--- config.mk ---
export PLATFORM = sky130hd
export DESIGN_NAME = sr_prog_scheduler
export DESIGN_NICKNAME = d
export VERILOG_FILES = /design/src/rtl/sr_prog_scheduler.sv
export SDC_FILE = /design/constraint.sdc
export NUM_CORES = 1
export LEC_CHECK = 0
export ABC_AREA = 0
export BUFFER_PORTS_ARGS = -buffer_cell sky130_fd_sc_hd__buf_2
export CAP_MARGIN = 20
export CORE_MARGIN = 2
export CORE_UTILIZATION = 54
export CTS_CLUSTER_SIZE = 16
export DETAILED_ROUTE_END_ITERATION = 8
export PLACE_DENSITY_LB_ADDON = 0.1
export SETUP_SLACK_MARGIN = 0.15
export SLEW_MARGIN = 20
export SYNTH_ARGS = -nofsm -noshare
export SYNTH_HDL_FRONTEND = slang
export SYNTH_SLANG_ARGS = --single-unit
--- constraint.sdc ---
create_clock -name CLK -period 2.83 [get_ports CLK]
set_clock_uncertainty 0.15 [all_clocks]
set_input_delay 0.1415 -clock CLK [delete_from_list [all_inputs] [get_ports CLK]]
set_output_delay 0.1415 -clock CLK [all_outputs]
set_load 0.05 [all_outputs]
--- src/rtl/sr_prog_scheduler.sv ---
// sr_prog_scheduler: round-robin arbiter and serial shifter for the dynamic and
// static configuration shift registers. A granted image is driven MSB-first on
// MOSI with SCLK idling low; SEL marks a dynamic frame.
module sr_prog_scheduler #(
  parameter int SIZESRDYN  = 16,
  parameter int SIZESRSTAT = 88,
  parameter int CLK_DIV    = 4,
  parameter int SETUP_CYC  = 2,
  parameter int HOLD_CYC   = 2,
  parameter int INIT_WAIT  = 60
) (
  input  logic                  CLK,
  input  logic                  RST,
  input  logic                  start_en,
  input  logic                  dyn_req,
  input  logic [SIZESRDYN-1:0]  dyn_data,
  output logic                  dyn_ack,
  input  logic                  stat_req,
  input  logic [SIZESRSTAT-1:0] stat_data,
  output logic                  stat_ack,
  output logic                  SEL,
  output logic                  MOSI,
  output logic                  SCLK,
  output logic                  busy,
  output logic                  done
);

  localparam int BIT_W    = $clog2(SIZESRSTAT + 1);
  localparam int DIV_W    = $clog2(CLK_DIV + 1);
  localparam int WAIT_A   = (SETUP_CYC > HOLD_CYC) ? SETUP_CYC : HOLD_CYC;
  localparam int WAIT_MAX = (INIT_WAIT > WAIT_A) ? INIT_WAIT : WAIT_A;
  localparam int WAIT_W   = $clog2(WAIT_MAX + 1);

  typedef enum logic [2:0] {
    S_INIT, S_IDLE, S_GRANT, S_SETUP, S_SHIFT, S_HOLD, S_DONE
  } state_t;

  state_t                  state_r;
  logic [WAIT_W-1:0]       wait_cnt_r;
  logic [BIT_W-1:0]        bit_cnt_r;
  logic [DIV_W-1:0]        div_cnt_r;
  logic                    phase_hi_r;   // 1 = SCLK high half of the current bit
  logic [SIZESRSTAT-1:0]   shreg_r;
  logic                    grant_dyn_r;  // register owning the current transfer
  logic                    last_dyn_r;   // last grant went to DYN (reset: STAT)

  logic                    req_any_s;
  logic                    pick_dyn_s;
  logic [SIZESRSTAT-1:0]   load_img_s;
  logic [BIT_W-1:0]        last_bit_s;

  // Round-robin choice: a lone requester wins, on contention the one not served last.
  function automatic logic arb_pick_dyn(input logic d_req, input logic s_req, input logic last_dyn);
    arb_pick_dyn = d_req & (~s_req | ~last_dyn);
  endfunction

  // Arbitration, image alignment (dynamic image left-aligned) and frame length.
  always_comb begin
    req_any_s  = dyn_req | stat_req;
    pick_dyn_s = arb_pick_dyn(dyn_req, stat_req, last_dyn_r);
    if (grant_dyn_r) begin
      load_img_s = {dyn_data, {(SIZESRSTAT - SIZESRDYN){1'b0}}};
      last_bit_s = BIT_W'(SIZESRDYN - 1);
    end else begin
      load_img_s = stat_data;
      last_bit_s = BIT_W'(SIZESRSTAT - 1);
    end
  end

  // Sequencer FSM; every output is registered and set for the state being entered.
  always_ff @(posedge CLK) begin
    if (RST) begin
      state_r     <= S_INIT;
      wait_cnt_r  <= '0;
      bit_cnt_r   <= '0;
      div_cnt_r   <= '0;
      phase_hi_r  <= 1'b0;
      shreg_r     <= '0;
      grant_dyn_r <= 1'b0;
      last_dyn_r  <= 1'b0;
      dyn_ack     <= 1'b0;
      stat_ack    <= 1'b0;
      SEL         <= 1'b0;
      MOSI        <= 1'b0;
      SCLK        <= 1'b0;
      busy        <= 1'b0;
      done        <= 1'b0;
    end else begin
      dyn_ack  <= 1'b0;
      stat_ack <= 1'b0;
      done     <= 1'b0;
      case (state_r)
        S_INIT: begin
          if (wait_cnt_r == WAIT_W'(INIT_WAIT - 1)) begin
            wait_cnt_r <= '0;
            state_r    <= S_IDLE;
          end else begin
            wait_cnt_r <= wait_cnt_r + WAIT_W'(1);
          end
        end
        // The DONE cycle also arbitrates so a new ack can follow DONE directly.
        S_IDLE, S_DONE: begin
          SEL <= 1'b0;
          if (start_en && req_any_s) begin
            state_r     <= S_GRANT;
            busy        <= 1'b1;
            grant_dyn_r <= pick_dyn_s;
            last_dyn_r  <= pick_dyn_s;
            dyn_ack     <= pick_dyn_s;
            stat_ack    <= ~pick_dyn_s;
          end else begin
            state_r <= S_IDLE;
            busy    <= 1'b0;
          end
        end
        // Ack cycle: the image is captured at its closing edge.
        S_GRANT: begin
          shreg_r    <= load_img_s;
          MOSI       <= load_img_s[SIZESRSTAT-1];
          SEL        <= grant_dyn_r;
          wait_cnt_r <= '0;
          state_r    <= S_SETUP;
        end
        S_SETUP: begin
          if (wait_cnt_r == WAIT_W'(SETUP_CYC - 1)) begin
            wait_cnt_r <= '0;
            bit_cnt_r  <= '0;
            div_cnt_r  <= '0;
            phase_hi_r <= 1'b0;
            state_r    <= S_SHIFT;
          end else begin
            wait_cnt_r <= wait_cnt_r + WAIT_W'(1);
          end
        end
        S_SHIFT: begin
          if (div_cnt_r != DIV_W'(CLK_DIV - 1)) begin
            div_cnt_r <= div_cnt_r + DIV_W'(1);
          end else if (!phase_hi_r) begin
            div_cnt_r  <= '0;
            phase_hi_r <= 1'b1;
            SCLK       <= 1'b1;
          end else if (bit_cnt_r == last_bit_s) begin
            div_cnt_r  <= '0;
            phase_hi_r <= 1'b0;
            SCLK       <= 1'b0;
            MOSI       <= 1'b0;
            wait_cnt_r <= '0;
            state_r    <= S_HOLD;
          end else begin
            // Next bit starts low; MOSI changes only here, half a bit before the rise.
            div_cnt_r  <= '0;
            phase_hi_r <= 1'b0;
            SCLK       <= 1'b0;
            bit_cnt_r  <= bit_cnt_r + BIT_W'(1);
            shreg_r    <= {shreg_r[SIZESRSTAT-2:0], 1'b0};
            MOSI       <= shreg_r[SIZESRSTAT-2];
          end
        end
        S_HOLD: begin
          if (wait_cnt_r == WAIT_W'(HOLD_CYC - 1)) begin
            wait_cnt_r <= '0;
            SEL        <= 1'b0;
            done       <= 1'b1;
            state_r    <= S_DONE;
          end else begin
            wait_cnt_r <= wait_cnt_r + WAIT_W'(1);
          end
        end
        default: begin
          state_r <= S_INIT;
          busy    <= 1'b0;
          SEL     <= 1'b0;
          MOSI    <= 1'b0;
          SCLK    <= 1'b0;
        end
      endcase
    end
  end

endmodule

==> flow_metrics.env <==
export IMPL_die_h_um=108
export IMPL_cts_buffer_depth=2
export IMPL_dieArea_um2=11700
export IMPL_gp_congestion=0.814
export IMPL_drv_cap=0
export IMPL_placedCellCount=906
export IMPL_fin_crit_sh_pct=86.7
export IMPL_crit_fanout=6
export IMPL_antenna_found_initial=1
export IMPL_fin_setup_tns_ns=0
export IMPL_firstDrtPassIters=5
export IMPL_yosys_area_share_simple_pct=30.2
export IMPL_fin_hold_ws_ns=0.0212
export IMPL_cp_slowest_cell="nor4_1"
export IMPL_fin_nets=1004
export IMPL_ys_seq_area_share_pct=39.3
export IMPL_cts_tree="yes"
export IMPL_hpwl_um=8490
export IMPL_synth_top_area_share_pct=39.3
export IMPL_grt_pass1_vias=5432
export IMPL_slew_viol_final=0
export IMPL_clkTransAtPathRegs_ns=0.05
export IMPL_synth_seq_cells=115
export IMPL_setup_viol=0
export IMPL_start_util_pct=54.7
export IMPL_clock_latency_ns=0.53
export IMPL_grt_use_total_pct=27.2
export IMPL_final_core_utilization_pct=76.0
export IMPL_synth_area_leaders="dfxtp_1 39%, nor3b_1 9.9%, a211oi_1 8.2%"
export IMPL_wl_um=15800
export IMPL_crit_cells=5
export IMPL_synth_nets=816
export IMPL_r2r_start="wait_cnt_r[5]"
export IMPL_synthAdderAreaFrac_pct=0.855
export IMPL_cp_endpoint="wait_cnt_r[3]"
export IMPL_startpoint="wait_cnt_r[5]"
export IMPL_holdCritPathClass="input pin to register"
export IMPL_ioPinCount=116
export IMPL_ys_types=49
export IMPL_antenna_left=0
export IMPL_rows=38
export IMPL_critPathCaptureType="register"
export IMPL_power_density_nw_per_um2=487
export IMPL_synth_common_cells="115 x dfxtp_1, 85 x nor2_1, 77 x nor3b_1, 71 x nor3_1, 64 x a211oi_1"
export IMPL_drc=0
export IMPL_io_buffers=115
export IMPL_cp_buffers_inverters=0
export IMPL_crit_type="register to register"
export IMPL_p_leak_nw=2.90
export IMPL_syn_inst=703
export IMPL_synth_compound_area_share_pct=20.7
export IMPL_startpoint_type="register"
export IMPL_finalNonFillerCells=1043
export IMPL_grt_pass1_wl_um=25600
export IMPL_drive_gt1_share_pct=20.3
export IMPL_crit_path_max_incr_delay_ns=0.61
export IMPL_status="finished, final reports clean"
export IMPL_fp_dieW_um=108
export IMPL_critPathRequiredTime_ns=3.09
export IMPL_reg2reg_depth=5
export IMPL_grt_max_degree=91
export IMPL_synthMuxAreaShare_pct=3.46
export IMPL_drt_iter0_drc=405
export IMPL_layout_min_cycle_time_ns=2.45
export IMPL_cts_inserted_buffers=17
export IMPL_async_reset_ff_share_pct=0
export IMPL_cts_root_buffer="clkbuf_8"
export IMPL_synthXorXnorAreaFrac_pct=0
export IMPL_synth_edf_count=0
export IMPL_worst_slew_pin_slew_ns=0.685
export IMPL_cp_arrival_ns=2.72
export IMPL_via_per_inst=5.73
export IMPL_clkSinkCount=115
export IMPL_grt_overflow=0
export IMPL_area_growth_pct=39.0
export IMPL_core_um2=10700
export IMPL_fmax_ghz=0.407
export IMPL_yosysMostFrequentCell="dfxtp_1"
export IMPL_fillers=760
export IMPL_rsz0062_at_grt="no"
export IMPL_vias=5973
export IMPL_yosysTopAreaCell="dfxtp_1"
export IMPL_syn_area_um2=5850
export IMPL_synth_flop_cell="dfxtp_1"
export IMPL_synth_top_family_by_area="simple AND/OR/NAND/NOR gates"
export IMPL_yosys_warnings=0
export IMPL_regArea_um2=2310
export IMPL_cp_cell_sequence="nor4_1 > a21boi_0 > mux2i_1 > o21ai_0 > a32o_1"
export IMPL_htreeDepth=4
export IMPL_hold_viol=0
export IMPL_multi_input_area_um2=3240
export IMPL_timing_rr_end="wait_cnt_r[3]"
export IMPL_cpLargestDelayFamily="compound AO/OA/AOI/OAI gates"
export IMPL_ir_worst_vdd_mv=0.545
export IMPL_avgSynthCellArea_um2=8.32
export IMPL_regToRegSetupSlack_ns=0.38
export IMPL_wl_per_cell_um=15.1
export IMPL_slew_headroom_pct=54.3
[how the worst min path moves through the flow]
stage | from | endpoint | cells past startpoint | slack, ns
after floorplan | stat_data[0] | shreg_r[0] | 2 | 0.16
after global placement | stat_data[0] | shreg_r[0] | 3 | 0.29
after detailed placement | stat_data[0] | shreg_r[0] | 3 | 0.30
after CTS | stat_data[46] | shreg_r[46] | 4 | 0.02
after global routing | stat_data[46] | shreg_r[46] | 4 | 0.04
final | stat_data[46] | shreg_r[46] | 4 | 0.02
[kinds of logic (layout without fill, tap and decap cells)]
logic type,after synthesis,count (layout)
and+or+nand+nor,325,325
AOI/OAI and AO/OA,168,168
DFF,115,115
buffers and inverters,71,270
muxes,20,20
adders and majority gates,4,4
other,0,1
[layout by cell type (no fill, tap or decap), drive strengths merged, types with 6 or more instances in the layout]
cell / count
a211oi: 76
a21oi: 35
buf: 130
clkbuf: 25
dfxtp: 115
dlygate4sd3: 106
mux2i: 18
nand2: 46
nand2b: 6
nor2: 85
nor3: 81
nor3b: 77
o211ai: 16
o21ai: 16
[registers in the layout (all words and copies together), names as in the netlist]
signal / cells
state_r: 3
stat_ack: 1
busy: 1
phase_hi_r: 1
done: 1
div_cnt_r: 3
bit_cnt_r: 7
MOSI: 1
dyn_ack: 1
SEL: 1
SCLK: 1
wait_cnt_r: 6
last_dyn_r: 1
shreg_r: 87
[final cells by class]
cell class,instances,area share (%)
multi-input combinational,517,39.9
sequential,115,28.4
timing repair buffer,236,22.5
clock buffer,25,5.95
tap,140,2.15
clock inverter,5,0.923
inverter,4,0.185
antenna,1,0.0308
[stage by stage]
stage	total power [mW]	setup slack, ns	instance area (um^2)
3_3_place_gp	1.84	0.575	6500
6_report	3.96	0.376	8130
4_1_cts	3.97	0.244	8130
2_1_floorplan	1.75	0.673	5850
3_5_place_dp	1.84	0.481	6500
5_1_grt	4.08	0.203	8130
[layer usage]
metal  up-vias  part of all wire, %  track usage (%)
li1       2959                    -                -
met1      2817                   44             34.8
met2       170                   50             44.9
met3        27                  4.8             6.87
met4         0                  1.7             8.52
met5         -                    0                0
[timing repair]
| item | in CTS | in global routing |
|---|---|---|
| hold endpoints to repair | 98 | 0 |
| buffers inserted | 0 | 0 |
| setup endpoints to repair | 0 | 6 |
| resized for setup | 0 | 1 |
| hold buffers | 106 | 0 |
[where the power goes]
| group | total, mW | internal (mW) | switching [mW] |
|---|---|---|---|
| combinational | 0.306 | 0.196 | 0.110 |
| sequential | 1.63 | 1.62 | 0.00408 |
| clock | 2.03 | 1.33 | 0.695 |
| total | 3.96 | 3.15 | 0.809 |
[worst reg2reg max path: cells and delay by family, from the launching register on]
family / cells / cell delay [ns]
simple gates: 1 / 0.61
flops: 1 / 0.33
compound gates: 3 / 0.82
mux: 1 / 0.44
Note: power is estimated with default switching activity, not from simulation.
